File: src/rtl/sdr_decim_pkg.sv
// Shared constants and the shift/clamp/saturate helper for the strobe decimator.
package sdr_decim_pkg;

  localparam logic DECIM_PICK  = 1'b0;
  localparam logic DECIM_INTEG = 1'b1;

  // Arithmetic right shift by min(shift, max_shift), then saturate to a
  // signed out_w-bit range. Width is a call argument so one function serves
  // any channel width; with constant arguments it folds to plain logic.
  function automatic logic signed [63:0] sat_shift(
    input logic signed [63:0] acc,
    input logic [4:0]         shift,
    input int unsigned        max_shift,
    input int unsigned        out_w
  );
    logic [4:0]         sh;
    logic signed [63:0] v;
    logic signed [63:0] hi;
    logic signed [63:0] lo;
    sh = (32'(shift) > max_shift) ? 5'(max_shift) : shift;
    v  = acc >>> sh;
    hi = (64'sd1 <<< (out_w - 1)) - 64'sd1;
    lo = -hi - 64'sd1;
    if (v > hi)      sat_shift = hi;
    else if (v < lo) sat_shift = lo;
    else             sat_shift = v;
  endfunction

endpackage

File: src/rtl/decim_channel.sv
// One decimator lane: pick capture, integrate-and-dump accumulator, output register.
module decim_channel
  import sdr_decim_pkg::*;
#(
  parameter int WIDTH     = 16,
  parameter int RATE_BITS = 8
) (
  input  logic             clk,
  input  logic             reset,
  input  logic             strobe,
  input  logic             grp_start,
  input  logic             grp_end,
  input  logic             mode,
  input  logic [4:0]       shift,
  input  logic [WIDTH-1:0] sample,
  output logic [WIDTH-1:0] dout
);

  localparam int AW = WIDTH + RATE_BITS;

  logic [WIDTH-1:0]     cap;
  logic signed [AW-1:0] acc;
  logic signed [AW-1:0] acc_nxt;
  logic signed [AW-1:0] sample_ext;
  logic [WIDTH-1:0]     pick_val;
  logic [WIDTH-1:0]     integ_val;

  // Running sum including the current sample, so the group-end strobe's own
  // sample lands in the dumped result without an extra cycle.
  always_comb begin
    sample_ext = {{RATE_BITS{sample[WIDTH-1]}}, sample};
    acc_nxt    = grp_start ? sample_ext : acc + sample_ext;
    pick_val   = grp_start ? sample : cap;
    integ_val  = WIDTH'(sat_shift({{(64-AW){acc_nxt[AW-1]}}, acc_nxt}, shift,
                                  RATE_BITS, WIDTH));
  end

  // Capture/accumulate on input strobes; update output only at group end.
  always_ff @(posedge clk) begin
    if (reset) begin
      cap  <= '0;
      acc  <= '0;
      dout <= '0;
    end else if (strobe) begin
      if (grp_start) cap <= sample;
      acc <= acc_nxt;
      if (grp_end) dout <= (mode == DECIM_INTEG) ? integ_val : pick_val;
    end
  end

endmodule

File: src/rtl/strobe_decimator.sv
// Multi-channel strobe decimator: shared group counter and shadow controls,
// one decim_channel per channel.
module strobe_decimator
  import sdr_decim_pkg::*;
#(
  parameter int WIDTH     = 16,
  parameter int CHANNELS  = 2,
  parameter int RATE_BITS = 8
) (
  input  logic                      clk,
  input  logic                      reset,
  input  logic                      strobe_in,
  input  logic [CHANNELS*WIDTH-1:0] datain,
  input  logic [RATE_BITS-1:0]      rate,
  input  logic                      mode,
  input  logic [4:0]                shift,
  output logic [CHANNELS*WIDTH-1:0] dataout,
  output logic                      strobe_out
);

  logic [RATE_BITS-1:0] cnt;
  logic [RATE_BITS-1:0] rate_sh;
  logic                 mode_sh;
  logic [4:0]           shift_sh;

  logic [RATE_BITS-1:0] rate_eff;
  logic [RATE_BITS-1:0] last_idx;
  logic                 mode_eff;
  logic [4:0]           shift_eff;
  logic                 at_start;
  logic                 grp_start;
  logic                 grp_end;

  logic [CHANNELS-1:0][WIDTH-1:0] din_ch;
  logic [CHANNELS-1:0][WIDTH-1:0] dout_ch;

  // At cnt==0 the live controls apply (they are being latched this strobe),
  // which is what makes N=1 groups start and end on the same strobe.
  always_comb begin
    at_start  = (cnt == '0);
    rate_eff  = at_start ? rate  : rate_sh;
    mode_eff  = at_start ? mode  : mode_sh;
    shift_eff = at_start ? shift : shift_sh;
    last_idx  = (rate_eff < RATE_BITS'(2)) ? '0 : rate_eff - RATE_BITS'(1);
    grp_start = strobe_in && at_start;
    grp_end   = strobe_in && (cnt == last_idx);
  end

  // Group counter and control shadows, advanced only by input strobes.
  always_ff @(posedge clk) begin
    if (reset) begin
      cnt      <= '0;
      rate_sh  <= '0;
      mode_sh  <= DECIM_PICK;
      shift_sh <= '0;
    end else if (strobe_in) begin
      cnt <= grp_end ? '0 : cnt + RATE_BITS'(1);
      if (grp_start) begin
        rate_sh  <= rate;
        mode_sh  <= mode;
        shift_sh <= shift;
      end
    end
  end

  // Output strobe follows the group-end strobe by one clock.
  always_ff @(posedge clk) begin
    if (reset) strobe_out <= 1'b0;
    else       strobe_out <= grp_end;
  end

  assign din_ch  = datain;
  assign dataout = dout_ch;

  for (genvar k = 0; k < CHANNELS; k++) begin : g_ch
    decim_channel #(
      .WIDTH     (WIDTH),
      .RATE_BITS (RATE_BITS)
    ) u_ch (
      .clk       (clk),
      .reset     (reset),
      .strobe    (strobe_in),
      .grp_start (grp_start),
      .grp_end   (grp_end),
      .mode      (mode_eff),
      .shift     (shift_eff),
      .sample    (din_ch[k]),
      .dout      (dout_ch[k])
    );
  end

endmodule
File: config.mk
export PLATFORM = sky130hd
export DESIGN_NAME = strobe_decimator
export DESIGN_NICKNAME = d
export VERILOG_FILES = /design/src/rtl/sdr_decim_pkg.sv /design/src/rtl/decim_channel.sv /design/src/rtl/strobe_decimator.sv
export SDC_FILE = /design/constraint.sdc
export NUM_CORES = 1
export LEC_CHECK = 0
export CORE_ASPECT_RATIO = 1.2
export CORE_MARGIN = 2
export CORE_UTILIZATION = 50
export CTS_BUF_LIST = sky130_fd_sc_hd__clkbuf_4
export CTS_CLUSTER_DIAMETER = 60
export CTS_CLUSTER_SIZE = 8
export DETAILED_ROUTE_END_ITERATION = 10
export GPL_TIMING_DRIVEN = 0
export PLACE_DENSITY = 0.72
export SLEW_MARGIN = 20
export SYNTH_ARGS = -nofsm -noshare
export SYNTH_HDL_FRONTEND = slang
export SYNTH_SLANG_ARGS = --single-unit
File: constraint.sdc
create_clock -name clk -period 4.85 [get_ports clk]
set_input_delay 1.2125 -clock clk [delete_from_list [all_inputs] [get_ports clk]]
set_output_delay 1.2125 -clock clk [all_outputs]
set_load 0.1 [all_outputs]
==> metrics.cfg <==
[power_and_ir_drop]
irDropWorstVdd_uv = 170
finalPower_mw = 4.27
power_per_cell_area_nw_per_um2 = 302
leakage_nw = 5.41

[sta]
clock.fmax_ghz = 0.207
min_period_ns = 4.83
fin_skew_ns = 0.0523
hold_slack_ns = 0.464
fin_ws_ns = 0.0203
hold_viol = 0
worst_pin_slew_ns = 1.12
setup_viol = 0
max_slew_margin = 0.249
finalCritPeriodShare = 0.996
final_max_slew_viol_count = 0

[detailed_routing]
post_drt_wl_per_cell_um = 23.8
wl_um = 49800
avgViaCountPerCell = 6.71
vias = 14100
antenna_left = 0
drc_errors = 0
firstDrtPassIters = 6
drt_iter0_markers = 1490

[synth]
synth_fa_ha_area_frac = 0.0549
yosys_warnings = 0
syn_inst = 1643
synth_area_um2 = 11900
synthMuxAreaShare = 0.0466
synth_nets = 1743
synthSimpleGateAreaFrac = 0.262
syn_area_per_cell_um2 = 7.24
synth_edf_count = 0
synth_xor_area_frac = 0.0183
yosysSeqAreaShare = 0.227
ys.flop_type = dfxtp_1
synth_top_family_by_area = compound AO/OA/AOI/OAI gates
yosysUniqueCellTypes = 103
synthArstFlopShare = 0
synth-compound-area-share = 0.339
ys_seq_elements = 135

[flow_run]
cap_violations = 0

[worst_setup_path]
startpoint = strobe_in
critical_path_class = input port to register
rr_startpoint = cnt[7]$_SDFFE_PP0P_
cp.required_ns = 5.41
startpoint_type = input port
cp-end-kind = register
critPathMaxFanout = 11
arrival_ns = 5.38

[placed_design]
gp_congestion = 1.03
dp_worst_setup_slack_ns = -1.37
place_area_um2 = 13100
dp_hpwl_um = 38300
placed_cells = 2038
numPortBuffers = 80

[floorplanning]
start_util = 0.511
rows = 61
die_h_um = 173
coreArea_um2 = 23300
io-pin-count = 82
die_width_um = 145
dieArea_um2 = 25000

[global_routing]
grt.total_usage = 0.389
grt_pass1_wl_um = 75000
grt_max_degree = 17
overflow = 0
antenna_found_initial = 2
grt_pass1_vias = 13000

[clock_network]
clock_path_buffers = 2
holdBufCountCts = 0
cts_sinks = 135
cts_tree = yes
htree_levels = 4
cts_inserted_buffers = 17
clk_latency_ns = 0.64
cts.clk_slew.worst_paths_ns = 0.14
cts_root_buffer = clkbuf_4

[cells_and_area]
nFillCells = 2293
fin_cells = 2097
multi_input_area_um2 = 9120
final_area_um2 = 14100
syn_to_final_growth_pct = 18.7
final-seq-area_um2 = 2700
fin_nets = 1868
layout-drive-gt1-share = 0.133

[status]
status = finished clean

[hold_path]
hold_class = register to register
worstHoldStart = g_ch[1].u_ch.dout[11]$_SDFFE_PP0P_

through the flow:
stage                util  setup TNS, ns
floorplan               -              0
global placement    0.562         -70.11
detailed placement  0.562         -70.81
CTS                 0.586              0
global route        0.606         -0.335
finish              0.606              0
layer usage:
| layer | GRT usage | up-vias | wire length (um) |
|---|---|---|---|
| li1 | - | 6446 | - |
| met1 | 0.497 | 6636 | 19900 |
| met2 | 0.625 | 802 | 23000 |
| met3 | 0.0778 | 177 | 4460 |
| met4 | 0.182 | 0 | 2390 |
| met5 | 0 | - | 0 |
synth_stat cells (all sizes together), types with 18 or more instances:
cell / number / area (um^2)
a21boi: 31 / 236
a21oi: 141 / 706
nand3: 50 / 265
nor3: 56 / 285
buf: 53 / 272
inv: 21 / 78.8
clkbuf: 68 / 258
o21ai: 103 / 523
and2: 22 / 138
o211ai: 54 / 460
or3: 23 / 144
nor2: 180 / 683
ha: 49 / 613
dfxtp: 135 / 2700
nand4: 32 / 200
mux2i: 43 / 430
nand2: 214 / 806
a211oi: 43 / 328
nor4: 18 / 134
o31ai: 27 / 203
o21a: 21 / 159
a31oi: 18 / 119
cells by family (layout without fill, tap and decap cells):
| logic type | after synthesis | after routing |
|---|---|---|
| AO/OA/AOI/OAI | 581 | 581 |
| XOR/XNOR | 24 | 24 |
| adder cells (fa/ha/maj) | 51 | 51 |
| buffers and inverters | 143 | 280 |
| flip-flops | 135 | 135 |
| multiplexers | 51 | 51 |
| other | 0 | 2 |
| AND/OR/NAND/NOR | 658 | 658 |
layout by cell type (no fill, tap or decap), types with 11 or more instances in the layout:
cell             instances
inv_1                   21
nor4_1                  14
nand3_1                 47
buf_4                   33
clkbuf_4                17
o211ai_1                43
nor3_1                  49
nand4_1                 32
o21ai_0                 83
a31oi_1                 15
o31ai_1                 25
nor2_1                 172
nand2_1                213
buf_2                   38
o211ai_2                11
o21a_1                  20
a21oi_1                131
o22ai_1                 11
a21boi_0                29
clkdlybuf4s50_1         78
o21ai_1                 12
and3_1                  16
or3_1                   23
mux2i_1                 39
o31a_1                  12
ha_1                    46
a21o_1                  16
dfxtp_1                134
a211oi_1                37
xnor2_1                 14
and2_1                  21
clkbuf_1                58
worst max-delay path, stage by stage:
cell	delay, ns
clkdlybuf4s50_1	0.63
and3_1	0.25
buf_2	0.30
buf_2	0.39
buf_2	0.40
buf_2	0.40
buf_1	0.78
nand2_1	0.33
a21boi_0	0.23
a21oi_1	0.24
nand4_1	0.12
nand3_1	0.07
timing repair:
| action | in CTS | in global routing |
|---|---|---|
| gates resized for setup | 56 | 68 |
| pin swaps | 8 | 26 |
| endpoints found under the setup margin | 62 | 41 |
| gates cloned | 0 | 0 |
| setup buffers | 8 | 21 |
flip-flops by register name, indices dropped and copies added (netlist names):
name	cells
g_ch.u_ch.acc	48
g_ch.u_ch.cap	32
g_ch.u_ch.dout	32
cnt	8
rate_sh	8
shift_sh	5
mode_sh	1
strobe_out	1
final cells by class:
class,count,area share
clock inverters,14,0.00904
repair buffers,109,0.0717
clock buffers,17,0.00904
flip-flops and latches,135,0.192
diodes,2,0.000355
inverters,22,0.00585
plain buffers,118,0.0382
multi-input cells,1365,0.646
well taps,315,0.0279
where the power goes:
group | total [mW] | switching, mW | internal, mW
combinational | 2.27 | 1.50 | 0.771
sequential | 1.23 | 0.0432 | 1.18
clock | 0.772 | 0.517 | 0.254
total | 4.27 | 2.06 | 2.21
worst paths after layout:
| path | slack (ns) | cells after the start | end |
|---|---|---|---|
| hold reg to reg | 0.46 | 2 | g_ch[1].u_ch.dout[11]$_SDFFE_PP0P_ |
| hold / removal | 0.46 | 2 | g_ch[1].u_ch.dout[11]$_SDFFE_PP0P_ |
| setup reg to reg | 0.18 | 13 | g_ch[1].u_ch.dout[12]$_SDFFE_PP0P_ |
| setup / recovery | 0.02 | 12 | g_ch[1].u_ch.dout[12]$_SDFFE_PP0P_ |
Note: power is estimated with default switching activity, not from simulation.
